$ cat src/rtl/branch_imm_encoder.sv
// branch_imm_encoder: turns a branch target address into the 24-bit signed
// word-offset immediate of a B/BL instruction and emits the full instruction
// word. Two register stages advance together under a single stall condition.
// Range and alignment violations are flagged, and a saturating count of
// erroneous results is kept.
module branch_imm_encoder #(
  parameter logic [31:0] PC_OFFSET = 32'd8
) (
  input  logic        clk,
  input  logic        rst_n,
  input  logic        in_valid,
  output logic        in_ready,
  input  logic [31:0] pc,
  input  logic [31:0] target,
  input  logic [3:0]  cond,
  input  logic        link,
  input  logic        err_clr,
  output logic        out_valid,
  input  logic        out_ready,
  output logic [23:0] imm24,
  output logic [31:0] instr,
  output logic        range_err,
  output logic        align_err,
  output logic [7:0]  err_count
);

  logic        adv;
  logic        out_hs;

  logic        s1_valid;
  logic [31:0] s1_diff;
  logic [3:0]  s1_cond;
  logic        s1_link;

  logic        align_next;
  logic        range_next;
  logic [23:0] imm_next;

  // Both stages move only when the output slot is free or being drained, so
  // a stall freezes the whole pipe and the outputs hold stable.
  assign adv      = !out_valid || out_ready;
  assign in_ready = adv;
  assign out_hs   = out_valid && out_ready;

  // Stage 1: capture the byte offset relative to the read-ahead PC.
  always_ff @(posedge clk) begin
    if (!rst_n) begin
      s1_valid <= 1'b0;
      s1_diff  <= '0;
      s1_cond  <= '0;
      s1_link  <= 1'b0;
    end else if (adv) begin
      s1_valid <= in_valid;
      if (in_valid) begin
        s1_diff <= target - (pc + PC_OFFSET);
        s1_cond <= cond;
        s1_link <= link;
      end
    end
  end

  // Range/alignment checks and immediate extraction from the stage-1 offset.
  always_comb begin
    align_next = (s1_diff[1:0] != 2'b00);
    range_next = (s1_diff[31:25] != {7{s1_diff[25]}});
    imm_next   = '0;
    if (!align_next && !range_next) begin
      imm_next = s1_diff[25:2];
    end
  end

  // Stage 2: registered result and instruction word.
  always_ff @(posedge clk) begin
    if (!rst_n) begin
      out_valid <= 1'b0;
      imm24     <= '0;
      instr     <= '0;
      range_err <= 1'b0;
      align_err <= 1'b0;
    end else if (adv) begin
      out_valid <= s1_valid;
      imm24     <= imm_next;
      instr     <= {s1_cond, 3'b101, s1_link, imm_next};
      range_err <= range_next;
      align_err <= align_next;
    end
  end

  // Saturating error counter; a clear wins over a counted handshake.
  always_ff @(posedge clk) begin
    if (!rst_n) begin
      err_count <= '0;
    end else if (err_clr) begin
      err_count <= '0;
    end else if (out_hs && (range_err || align_err) && (err_count != 8'hFF)) begin
      err_count <= err_count + 8'd1;
    end
  end

endmodule

$ cat config.mk
export PLATFORM = sky130hd
export DESIGN_NAME = branch_imm_encoder
export DESIGN_NICKNAME = d
export VERILOG_FILES = /design/src/rtl/branch_imm_encoder.sv
export SDC_FILE = /design/constraint.sdc
export NUM_CORES = 1
export LEC_CHECK = 0
export ABC_AREA = 0
export BUFFER_PORTS_ARGS = -buffer_cell sky130_fd_sc_hd__buf_2
export CORE_AREA = 2 2 119 86
export DETAILED_ROUTE_END_ITERATION = 10
export DIE_AREA = 0 0 121 88
export GPL_TIMING_DRIVEN = 0
export MAX_ROUTING_LAYER = met4
export PLACE_DENSITY = 0.85
export SYNTH_ARGS = -nofsm -noshare
export SYNTH_HDL_FRONTEND = slang
export SYNTH_SLANG_ARGS = --single-unit
$ cat constraint.sdc
create_clock -name clk -period 4.06 [get_ports clk]
set_clock_uncertainty 0.15 [all_clocks]
set_input_delay 0 -clock clk [delete_from_list [all_inputs] [get_ports clk]]
set_output_delay 0 -clock clk [all_outputs]
set_load 0.005 [all_outputs]
# Word level (Yosys, flattened, before mapping)
# Index checks and enable logic that the tools add are counted.
# totals
register_bits	104
in_bits	74
rom_bits	0
memories	0
latchBits	0
wordCells	29
ramBits	0
# classes
n_bitwise	1
muxes	1
div	0
order_cmp	0
eq_ne	2
multipliers	0
reduce_logical	12
addsub	3
shift	0
# op_table
operator	count
adder 32 x 4 -> 32 bit (second input constant)	1
subtractor 32 bit	1
two-way mux 24 bit	1
adder 8 x 1 -> 8 bit (second input constant)	1
!= test 8 bit (second input constant)	1
!= test 6 bit	1
logical AND 1 bit	4
logical NOT 1 bit	3
logical OR 1 bit	2
AND reduction 2 bit	1
nonzero test 2 bit	1
OR reduction 2 bit	1
inverter 1 bit	1

# Longest topological paths before layout
# depth
ltp_word	4
depth_mapped	12
depth_no_buf	12

# Worst setup path after synthesis
# Ideal clock, no wire load.
# synth_timing
path_type	input port to flip-flop
from	input port pc[1]
to	register s1_diff[27]
setup_ns	0.117
path_slack_ns	1.302
arrival_ns	2.491
stages	11
required_time_ns	3.793
path_cell_list	inv_1 -> ha_1 -> ha_1 -> fa_1 -> a211o_2 -> a211oi_2 -> or4b_1 -> a211o_1 -> a211oi_2 -> or3_1 -> a32o_1
# synth_between
elab_chain_cells	2
# synth_rtl
item	line	rtl
start, declared	13	input logic [31:0] pc,
adder 32 x 4 -> 32 bit	55	s1_diff <= target - (pc + PC_OFFSET);
subtractor 32 bit	55	
end signal, assigned	55	
end, declared	31	logic [31:0] s1_diff;
# Every way passes these cells.
# A chain may end at the register's enable or synchronous reset.

# Worst setup path after layout
# layout_timing
from	input port pc[0]
to	register s1_diff[31]
# The elaborated chain is that of the path after synthesis.

==> results.txt <==
Outcome: finished clean
HP Start: target[1]
IR drop worst, VDD: 0.000213 V
Synth Net Count: 859
Clock sink total: 79
Hold Crit Depth: 5
Fmax: 0.316 GHz
GRT overflow: 0
Largest net degree at the start of global routing: 14
Finished Cell Area: 6700 um2
Clock Tree Root: clkbuf_16
Unrepaired setup endpoints after global routing: no
Num CTS Buffers: 9
Worst-Skew Late Latency: 0.33 ns
Cell count after synthesis: 722
Core area: 9500 um2
FF-to-FF path depth: 9
#FFs+latches synth: 79
Clock transition at the registers of the reported paths: 0.06 ns
Pleak: 3.38 nW
Max Slew Vio Count: 0
Ys Warns: 0
Vias in the first global route: 4,615
M2 GR Usage: 0.398
CTS tree: built
Distinct cells, synth: 52
CP dominant cell by count: ha_1
Slowest cell delay on critical path: 0.53 ns
Grt met3 use: 0.0514
Hold Path End: s1_diff[1]
Vias per cell: 5.36
Quantity of I/O buffers inserted on ports: 140
DR WL/cell: 13.2 um
# rows: 30
Post-DP HPWL: 10.3 mm
Area Growth Syn to Fin: 23.6%
Die Ht: 88 um
Vias: 5,440
CP startpoint kind: input pin
GPL Wtd Cong: 0.897
Starting Density: 0.570
Kind of critical path: input pin to register
Post-CTS resize count: 0
CP required: 4.13 ns
Fill count: 773
P per Cell Area: 377 nW/um2
Clock buffer depth: 2
R2R Path End: s1_diff[25]
Io pins: 142
CP endpoint kind: register
Crit-path slowest cell: dlygate4sd3_1
HP Class: input pin to register
Total track usage: 0.259
Max-cap viol count: 0
Setup WS post-layout: 0.892 ns
Initial antenna violation count: 0
Grt peak-use layer: met2
Post-Route WL: 13.3 mm
Seq/Total Area, Yosys: 0.292
R2r setup slk: 1.64 ns
Initial DRC Count: 371
Final period utilization: 0.780
Fraction of layout cells with a size suffix above 1: 0.211
Crit. Startpoint: pc[0]
Mapped Area: 5420 um2
Worst-Margin Slew: 0.604 ns
Worst slack, placed: 0.972 ns
Setup_tns: 0 ns
First-pass detailed-route iteration total: 5
Post-route ant nets: 0
Final setup viols: 0
GR Util met1: 0.351
Avg Synthesized Cell Area: 7.50 um2
Post-synth EDFFs: 0
Final Net Count: 1,018
Fin. Hold Viols: 0
R2r startpoint: out_valid
Slew Limit Headroom: 0.596
Async SR Flop Fraction: 0
Die ar.: 10,600 um2
Worst Path Max Fanout: 5
Max H-tree Level: 3
Die X: 121 um
Cts hold-fix bufs: 8
Setup Buffers After CTS: 0
Critical path cell sequence: dlygate4sd3_1 > buf_2 > ha_1 > inv_1 > ha_1 > fa_1 > a211o_2 > a211oi_2 > or4b_1 > a211o_1 > a211oi_1 > mux2i_1 > nand2_1
Diode count: 0
Post-synth top flop: dfxtp_1
# DRC: 0
Final min period: 3.17 ns
First-pass GRT wire length: 21.4 mm
Placed cell area: 6280 um2
Critical Path AT: 3.24 ns
## layout by cell type (no fill, tap or decap), drive strengths merged, types with 3 or more instances in the layout
master,instances
buf,167
inv,99
nand2,88
dfxtp,79
a21oi,66
nor2,62
ha,62
clkbuf,46
o21ai,32
a22oi,24
xnor2,16
a21o,13
xor2,11
a211oi,11
nand4,10
nand3,9
dlygate4sd3,8
nor3,7
or3,7
and3,7
a31oi,6
o21bai,4
o21a,4
nor2b,3
nand2b,3
mux2i,3
and2,3
o31ai,3
bufinv,3
a211o,3
## sequential cells by signal (all words and copies together) (netlist names)
signal,flops
range_err,1
imm24,23
err_count,8
s1_link,1
s1_cond,4
s1_diff,32
instr,7
align_err,1
s1_valid,1
out_valid,1
## worst max-delay path by stage
stage                   to  slack [ns]  depth (start not counted)
2_1_floorplan  s1_diff[27]        1.30                         11
3_3_place_gp   s1_diff[27]        1.01                         12
3_5_place_dp   s1_diff[27]        0.97                         12
4_1_cts        s1_diff[27]        0.95                         13
5_1_grt        s1_diff[31]        0.77                         13
6_report       s1_diff[31]        0.89                         13
## where the power goes
part	internal (mW)	total, mW	switching [mW]
logic	0.305	0.735	0.430
clock network	0.602	0.908	0.306
registers	0.837	0.881	0.0442
total	1.74	2.52	0.780
## area by class of cell
type                            count  area, um2  share of cell area
Multi-Input combinational cell    482       3130               0.468
Sequential cell                    79       1580               0.236
Timing Repair Buffer              148        781               0.117
Inverter                           99        372              0.0555
Buffer                             62        332              0.0495
Clock buffer                       11        233              0.0347
Tap cell                          128        160              0.0239
Clock inverter                      5        106              0.0159
## cell families after synthesis
family	share of synthesized area
mux	0.00762
simple gates	0.165
buf+inv	0.130
flops	0.292
fa+ha+maj	0.147
compound gates	0.214
xor+xnor	0.0436
other cells	0.000692
## metrics by stage
stage / hold slack [ns] / total power, mW / cells / util
5_1_grt: 0.0292 / 2.66 / 1014 / 0.705
3_3_place_gp: 0.0912 / 1.59 / 990 / 0.661
4_1_cts: 0.0114 / 2.51 / 1014 / 0.705
2_1_floorplan: -0.0410 / 1.41 / 722 / -
3_5_place_dp: 0.0984 / 1.61 / 990 / 0.661
6_report: 0.0255 / 2.52 / 1014 / 0.705
## synthesized netlist by cell type (4+ instances only)
master | number | area, um2
dfxtp_1 | 79 | 1580
or3_1 | 7 | 43.8
nor2_1 | 62 | 233
nor3_1 | 7 | 35.0
clkbuf_1 | 34 | 128
buf_4 | 26 | 195
o21ai_0 | 30 | 150
a21o_1 | 13 | 97.6
o21a_1 | 4 | 30.0
xor2_1 | 11 | 96.3
and3_1 | 7 | 43.8
a31oi_1 | 6 | 37.5
a22oi_1 | 24 | 180
ha_1 | 62 | 776
xnor2_1 | 16 | 140
nand3_1 | 9 | 45.0
nand2_1 | 88 | 330
nand4_1 | 10 | 62.6
o21bai_1 | 4 | 30.0
a211oi_1 | 9 | 67.6
inv_1 | 99 | 372
a21oi_1 | 66 | 330
## routing by layer
metal,up-vias,part of all wire
met2,222,0.45
met3,17,0.085
met4,0,0.014
met1,2465,0.45
met5,-,0
li1,2736,-
## critical path: cells and delay by family
kind | cells | cell delay [ns]
compound gates | 4 | 1.07
fa+ha+maj | 3 | 0.62
buf+inv | 3 | 0.72
mux | 1 | 0.23
simple gates | 2 | 0.60
Power figures use the tool's default switching activity.
